File: config.mk
export PLATFORM = sky130hd
export DESIGN_NAME = bp_sac_io_cmd_arbiter
export DESIGN_NICKNAME = d
export VERILOG_FILES = /design/src/rtl/bp_sac_io_cmd_arbiter.sv
export SDC_FILE = /design/constraint.sdc
export NUM_CORES = 1
export LEC_CHECK = 0
export BUFFER_PORTS_ARGS = -buffer_cell sky130_fd_sc_hd__buf_2
export CORE_AREA = 2 2 97 99
export CTS_CLUSTER_DIAMETER = 120
export DETAILED_ROUTE_END_ITERATION = 12
export DIE_AREA = 0 0 99 101
export PLACE_DENSITY = 0.72
export SLEW_MARGIN = 10
export SYNTH_ARGS = -nofsm -noshare
export SYNTH_HDL_FRONTEND = slang
export SYNTH_SLANG_ARGS = --single-unit
File: constraint.sdc
create_clock -name clk_i -period 6.7 [get_ports clk_i]
set_clock_uncertainty 0.1 [all_clocks]
set_input_delay 0 -clock clk_i [delete_from_list [all_inputs] [get_ports clk_i]]
set_output_delay 0 -clock clk_i [all_outputs]
set_load 0.05 [all_outputs]
File: src/rtl/bp_sac_io_cmd_arbiter.sv
// Round-robin arbiter sharing one SAC I/O command/response channel among several requesters.
// Requester IDs of granted commands are queued in order so each response returns to its issuer.
module bp_sac_io_cmd_arbiter #(
    parameter  int num_req_p         = 4,
    parameter  int msg_width_p       = 32,
    parameter  int max_outstanding_p = 4,
    localparam int id_width_lp       = (num_req_p > 1) ? $clog2(num_req_p) : 1,
    localparam int cnt_width_lp      = $clog2(max_outstanding_p + 1)
) (
    input  logic                             clk_i,
    input  logic                             reset_i,

    input  logic [num_req_p*msg_width_p-1:0] req_cmd_i,
    input  logic [num_req_p-1:0]             req_cmd_v_i,
    output logic [num_req_p-1:0]             req_cmd_yumi_o,

    output logic [msg_width_p-1:0]           req_resp_o,
    output logic [num_req_p-1:0]             req_resp_v_o,
    input  logic [num_req_p-1:0]             req_resp_ready_i,

    output logic [msg_width_p-1:0]           io_cmd_o,
    output logic                             io_cmd_v_o,
    input  logic                             io_cmd_ready_i,

    input  logic [msg_width_p-1:0]           io_resp_i,
    input  logic                             io_resp_v_i,
    output logic                             io_resp_yumi_o,

    output logic [cnt_width_lp-1:0]          outstanding_o,
    output logic                             error_o
);

    localparam int ptr_width_lp = (max_outstanding_p > 1) ? $clog2(max_outstanding_p) : 1;

    logic [id_width_lp-1:0]  rr_q;
    logic [id_width_lp-1:0]  sel;
    logic                    found;
    logic [ptr_width_lp-1:0] wr_ptr_q, rd_ptr_q;
    logic [cnt_width_lp-1:0] count_q;
    logic                    error_q;
    logic [id_width_lp-1:0]  tag_mem [max_outstanding_p];
    logic [id_width_lp-1:0]  head;
    logic                    empty;
    logic                    push, pop, spurious;
    logic [msg_width_p-1:0]  cmd_arr [num_req_p];

    function automatic logic [ptr_width_lp-1:0] ptr_inc(input logic [ptr_width_lp-1:0] p);
        return (p == ptr_width_lp'(max_outstanding_p - 1)) ? '0 : p + ptr_width_lp'(1);
    endfunction

    for (genvar g = 0; g < num_req_p; g++) begin : g_cmd
        assign cmd_arr[g] = req_cmd_i[g*msg_width_p +: msg_width_p];
    end

    // Scan requesters starting at rr_q; the first valid one found wins.
    // NOTE: every always_comb output gets a default before any branch so no latch is inferred.
    always_comb begin
        logic [id_width_lp-1:0] cand;
        sel   = '0;
        found = 1'b0;
        cand  = '0;
        for (int i = 0; i < num_req_p; i++) begin
            cand = id_width_lp'((int'(rr_q) + i) % num_req_p);
            if (!found && req_cmd_v_i[cand]) begin
                sel   = cand;
                found = 1'b1;
            end
        end
    end

    // Credit check uses the registered count, so a pop cannot free a slot in the same cycle.
    assign io_cmd_v_o = found && (count_q < cnt_width_lp'(max_outstanding_p));
    assign io_cmd_o   = cmd_arr[sel];
    assign push       = io_cmd_v_o && io_cmd_ready_i;

    always_comb begin
        req_cmd_yumi_o = '0;
        if (push) begin
            req_cmd_yumi_o[sel] = 1'b1;
        end
    end

    assign empty      = (count_q == '0);
    assign head       = tag_mem[rd_ptr_q];
    assign req_resp_o = io_resp_i;

    // With nothing outstanding a response has no owner: swallow it and flag the error.
    always_comb begin
        req_resp_v_o   = '0;
        io_resp_yumi_o = 1'b0;
        if (!empty) begin
            req_resp_v_o[head] = io_resp_v_i;
            io_resp_yumi_o     = io_resp_v_i && req_resp_ready_i[head];
        end else begin
            io_resp_yumi_o = io_resp_v_i;
        end
    end

    assign pop      = !empty && io_resp_yumi_o;
    assign spurious = empty && io_resp_v_i;

    // NOTE: sequential state uses non-blocking assignments so every register samples pre-edge values.
    always_ff @(posedge clk_i or posedge reset_i) begin
        if (reset_i) begin
            rr_q     <= '0;
            wr_ptr_q <= '0;
            rd_ptr_q <= '0;
            count_q  <= '0;
            error_q  <= 1'b0;
        end else begin
            if (push) begin
                rr_q     <= (sel == id_width_lp'(num_req_p - 1)) ? '0 : sel + id_width_lp'(1);
                wr_ptr_q <= ptr_inc(wr_ptr_q);
            end
            if (pop) begin
                rd_ptr_q <= ptr_inc(rd_ptr_q);
            end
            unique case ({push, pop})
                2'b10:   count_q <= count_q + cnt_width_lp'(1);
                2'b01:   count_q <= count_q - cnt_width_lp'(1);
                default: count_q <= count_q;
            endcase
            if (spurious) begin
                error_q <= 1'b1;
            end
        end
    end

    // NOTE: the tag storage has no reset; entries are only read after being written behind count_q.
    always_ff @(posedge clk_i) begin
        if (push) begin
            tag_mem[wr_ptr_q] <= sel;
        end
    end

    assign outstanding_o = count_q;
    assign error_o       = error_q;

endmodule
==> qor.log <==
[critical_path] launching element type of the critical path flip-flop
[floorplanning] Die Area 10000 sq um
[sta] max-slew headroom at the worst pin 30.4%
[cells_and_area] final design instance area without fill 3520 sq um
[place] area after detailed placement 3140 sq um
[synthesis] library cells used by synthesis 31
[drt] Routed wire per std cell 14.3 microns
[global_routing] overall track demand over capacity in global routing 13.5%
[global_routing] maximum number of pins on one net before global-route repair 43
[sta] max-slew violation count 0
[power] switching part of the total 60.0%
[power] power dissipated by switching net loads 856 uW
[synthesis] number of flip-flops and latches in the synthesized netlist 18
[place] half-perimeter wire length after placement 6.16 mm
[synthesis] syn_nets 417
[synthesis] largest cells by area after synthesis sky130_fd_sc_hd__mux2i_1, sky130_fd_sc_hd__buf_4, sky130_fd_sc_hd__dfrtp_1
[power] VDD IR max 0.000184 V
[synthesis] cell with the most instances after synthesis sky130_fd_sc_hd__mux2i_1
[drt] post-detailed-route DRC marker count 0
[synthesis] number of instances in the synthesized netlist 234
[clocking] root buf cell sky130_fd_sc_hd__clkbuf_8
[critical_path] Top delay family on crit path compound AO/OA/AOI/OAI gates
[place] count of buffers inserted at the top-level ports 185
[cells_and_area] proportion of layout cells with a drive suffix above 1 47.1%
[critical_path] cell count of the worst reg-to-reg path 9
[drt] via/cell ratio 4.49
[critical_path] buffers and inverters on the worst path 2
[clocking] maximum number of buffers from clock root to sink 2
[critical_path] data required time of the critical path 6.60 ns
[critical_path] Critical Path End Type output pin
[synthesis] Synth top cells by count sky130_fd_sc_hd__mux2i_1, sky130_fd_sc_hd__buf_4, sky130_fd_sc_hd__inv_1, sky130_fd_sc_hd__dfrtp_1, sky130_fd_sc_hd__ha_1
[synthesis] Seq/Total Area, Yosys 21.0%
[critical_path] reg-to-reg slack, setup 3.94 ns
[min_path] hold path startpoint io_cmd_ready_i
[power] total power density per cell area 405 nW/um^2
[sta] total negative setup slack 0 ns
[synthesis] most instantiated flip-flop cell in the synthesis netlist sky130_fd_sc_hd__dfrtp_1
[synthesis] Post-Synthesis Mean Instance Area 10.0 sq um
[clocking] clock sink count 18
[power] leakage power of the design 0.00205 uW
[power] total design power 1430 uW
[min_path] class of the worst hold path input pin to flip-flop
[clocking] total CTS buffers 3
[critical_path] cell repeated most along the worst path sky130_fd_sc_hd__mux2i_1
[sta] Worst Max-Slew Pin Slew 1.04 ns
[cells_and_area] signed area change from the synthesized netlist to the final layout 50.5%
[floorplanning] Chip Height 101 microns
[critical_path] cell-by-cell listing of the critical path a21o_1, a21oi_1, o22ai_4, buf_4, mux2i_1, mux2i_1, buf_2
[critical_path] beginning of the worst register-to-register path rd_ptr_q[0]
[critical_path] Crit path largest cell delay 0.78 ns
[synthesis] area share of the leading cell type in the synthesized netlist 42.3%
[drt] ANT nets after route 0
[sta] max frequency 307 MHz
[global_routing] vias in the first global route 2248
[sta] Final Cycle Share 48.7%
[clocking] Worst-Skew Late Latency 0.25 ns
[clocking] number of gates resized after CTS 0
[global_routing] global-route wire length before repair 11.0 mm
[global_routing] grt ovf 0
[synthesis] number of enable flip-flop cells after synthesis 8
[cells_and_area] Final Net Count 600
[floorplanning] Placeable Area 8980 sq um
[floorplanning] count of pins on the block boundary 250
[power] register share of total power 13.9%
[clocking] clock-pin slew on the worst setup and hold paths 0.07 ns
[outcome] result of the run finished, final reports clean
[clocking] maximum level of the CTS H-tree 1
[min_path] worst hold path cell count 2
[clocking] setup bufs post-CTS 0
[sta] final hold viol count 0
[critical_path] Slowest-stage cell, CP sky130_fd_sc_hd__o22ai_4
[sta] final number of setup-violating endpoints 0
[synthesis] share of synthesized registers carrying an async set or reset 55.6%
[critical_path] Crit Reg-Reg Endpoint outstanding_o[2]
[synthesis] number of warning messages in the yosys log 0
[place] placer congestion estimate 0.773
[synthesis] Netlist Area Pre-Place 2340 sq um
[global_routing] antenna violations before repair 0
[floorplanning] Die Width 99 microns
[min_path] endpoint with the worst hold slack tag_mem[3][1]
[critical_path] crit path max fanout 42
[clocking] CTS tree yes
[drt] DR vias 2367
[flow_run] total of max-cap violations 0
[power] Clock power frac 5.2%
[floorplanning] initial core utilization 26.1%
[drt] aggregate routed wire length 7.52 mm
[sta] time the final worst path needs with I/O delays and setup 3.26 ns
[synthesis] cell taking the most area after synthesis sky130_fd_sc_hd__mux2i_1
[critical_path] endpoint arrival time on the critical path 3.16 ns
[floorplanning] row count 35
[power] Cell Int Power 571 uW
[power] Gate power share 80.9%
[drt] router iterations before antenna repair 4
[drt] iteration-0 DRC count of the detailed router 67
[cells_and_area] antenna cell count 0
[sta] unrepaired setup endpoints after global routing no
[critical_path] critical setup path kind flip-flop to output pin
-- how the worst max path moves through the flow --
stage	startpoint	end	cells past startpoint
finish	rr_q[1]	io_cmd_o[28]	7
detailed placement	rr_q[1]	io_cmd_o[14]	7
floorplan	outstanding_o[2]	outstanding_o[2]	9
global route	rr_q[1]	io_cmd_o[18]	7
CTS	rr_q[1]	io_cmd_o[14]	7
global placement	rr_q[1]	io_cmd_o[14]	7
-- layout make-up --
cell class	instances	area [sq um]
Fill cell	900	5450
Multi-Input combinational cell	160	1520
Timing Repair Buffer	221	1280
Sequential cell	18	490
Tap cell	111	139
Inverter	13	48.8
Clock buffer	3	41.3
Clock inverter	1	3.75
-- per-layer routing --
metal / global-route usage (%) / routed length, microns / vias up
met5: 0 / 0 / -
met2: 25.5 / 4070 / 123
met4: 2.63 / 75 / 0
met1: 16.4 / 2920 / 1065
met3: 1.87 / 462 / 6
li1: - / - / 1173
-- timing repair --
| item | CTS | global route |
|---|---|---|
| setup endpoints to repair | 0 | 0 |
| endpoints found under the hold margin | 43 | 0 |
| hold buffers | 34 | 0 |
-- sequential cells by signal, indices dropped and copies added, names as in the netlist --
signal / flops
tag_mem: 8
outstanding_o: 3
rd_ptr_q: 2
error_o: 1
rr_q: 2
wr_ptr_q: 2
-- stage by stage --
step | utilization, % | setup slack [ns] | std cells | hold WS, ns
2_1_floorplan | - | 3.79 | 234 | -0.260
3_3_place_gp | 35.0 | 3.78 | 489 | -0.101
3_5_place_dp | 35.0 | 3.70 | 489 | -0.0997
4_1_cts | 39.2 | 3.42 | 527 | 0.141
5_1_grt | 39.2 | 3.21 | 527 | 0.151
6_report | 39.2 | 3.44 | 527 | 0.137
-- placed cells by master, fill, tap and decap left out, drive strengths merged --
cell         count
nor2b            1
clkinv           1
nor4             1
o21a             1
xor2             2
mux2             2
and2             1
xnor2            1
dlygate4sd3     34
buf            187
nor3             1
a21o             2
or3              2
nand2            5
and3             8
clkbuf           3
o22ai            4
edfxtp           8
nand3b           1
mux4             2
o21ai            2
dfrtp           10
mux2i          100
fa               1
nand3            1
inv             13
o31ai            1
a21oi            3
nor2             8
ha              10
-- power by group through the flow --
stage	sequential, uW	clock [uW]	combinational [uW]
floorplan	234	0	890
global placement	199	0	1080
detailed placement	202	0	1110
CTS	199	76.5	1160
global route	205	84.1	1230
finish	199	74.6	1150
-- logic make-up after synthesis --
kind of cell / Yosys count / synth area share, %
compound gates: 13 / 3.69
xor+xnor: 3 / 1.12
fa+ha+maj: 11 / 6.20
buf+inv: 56 / 15.2
flops: 18 / 21.0
mux: 104 / 46.0
simple gates: 29 / 6.84
(Power assumes the default switching activity.)
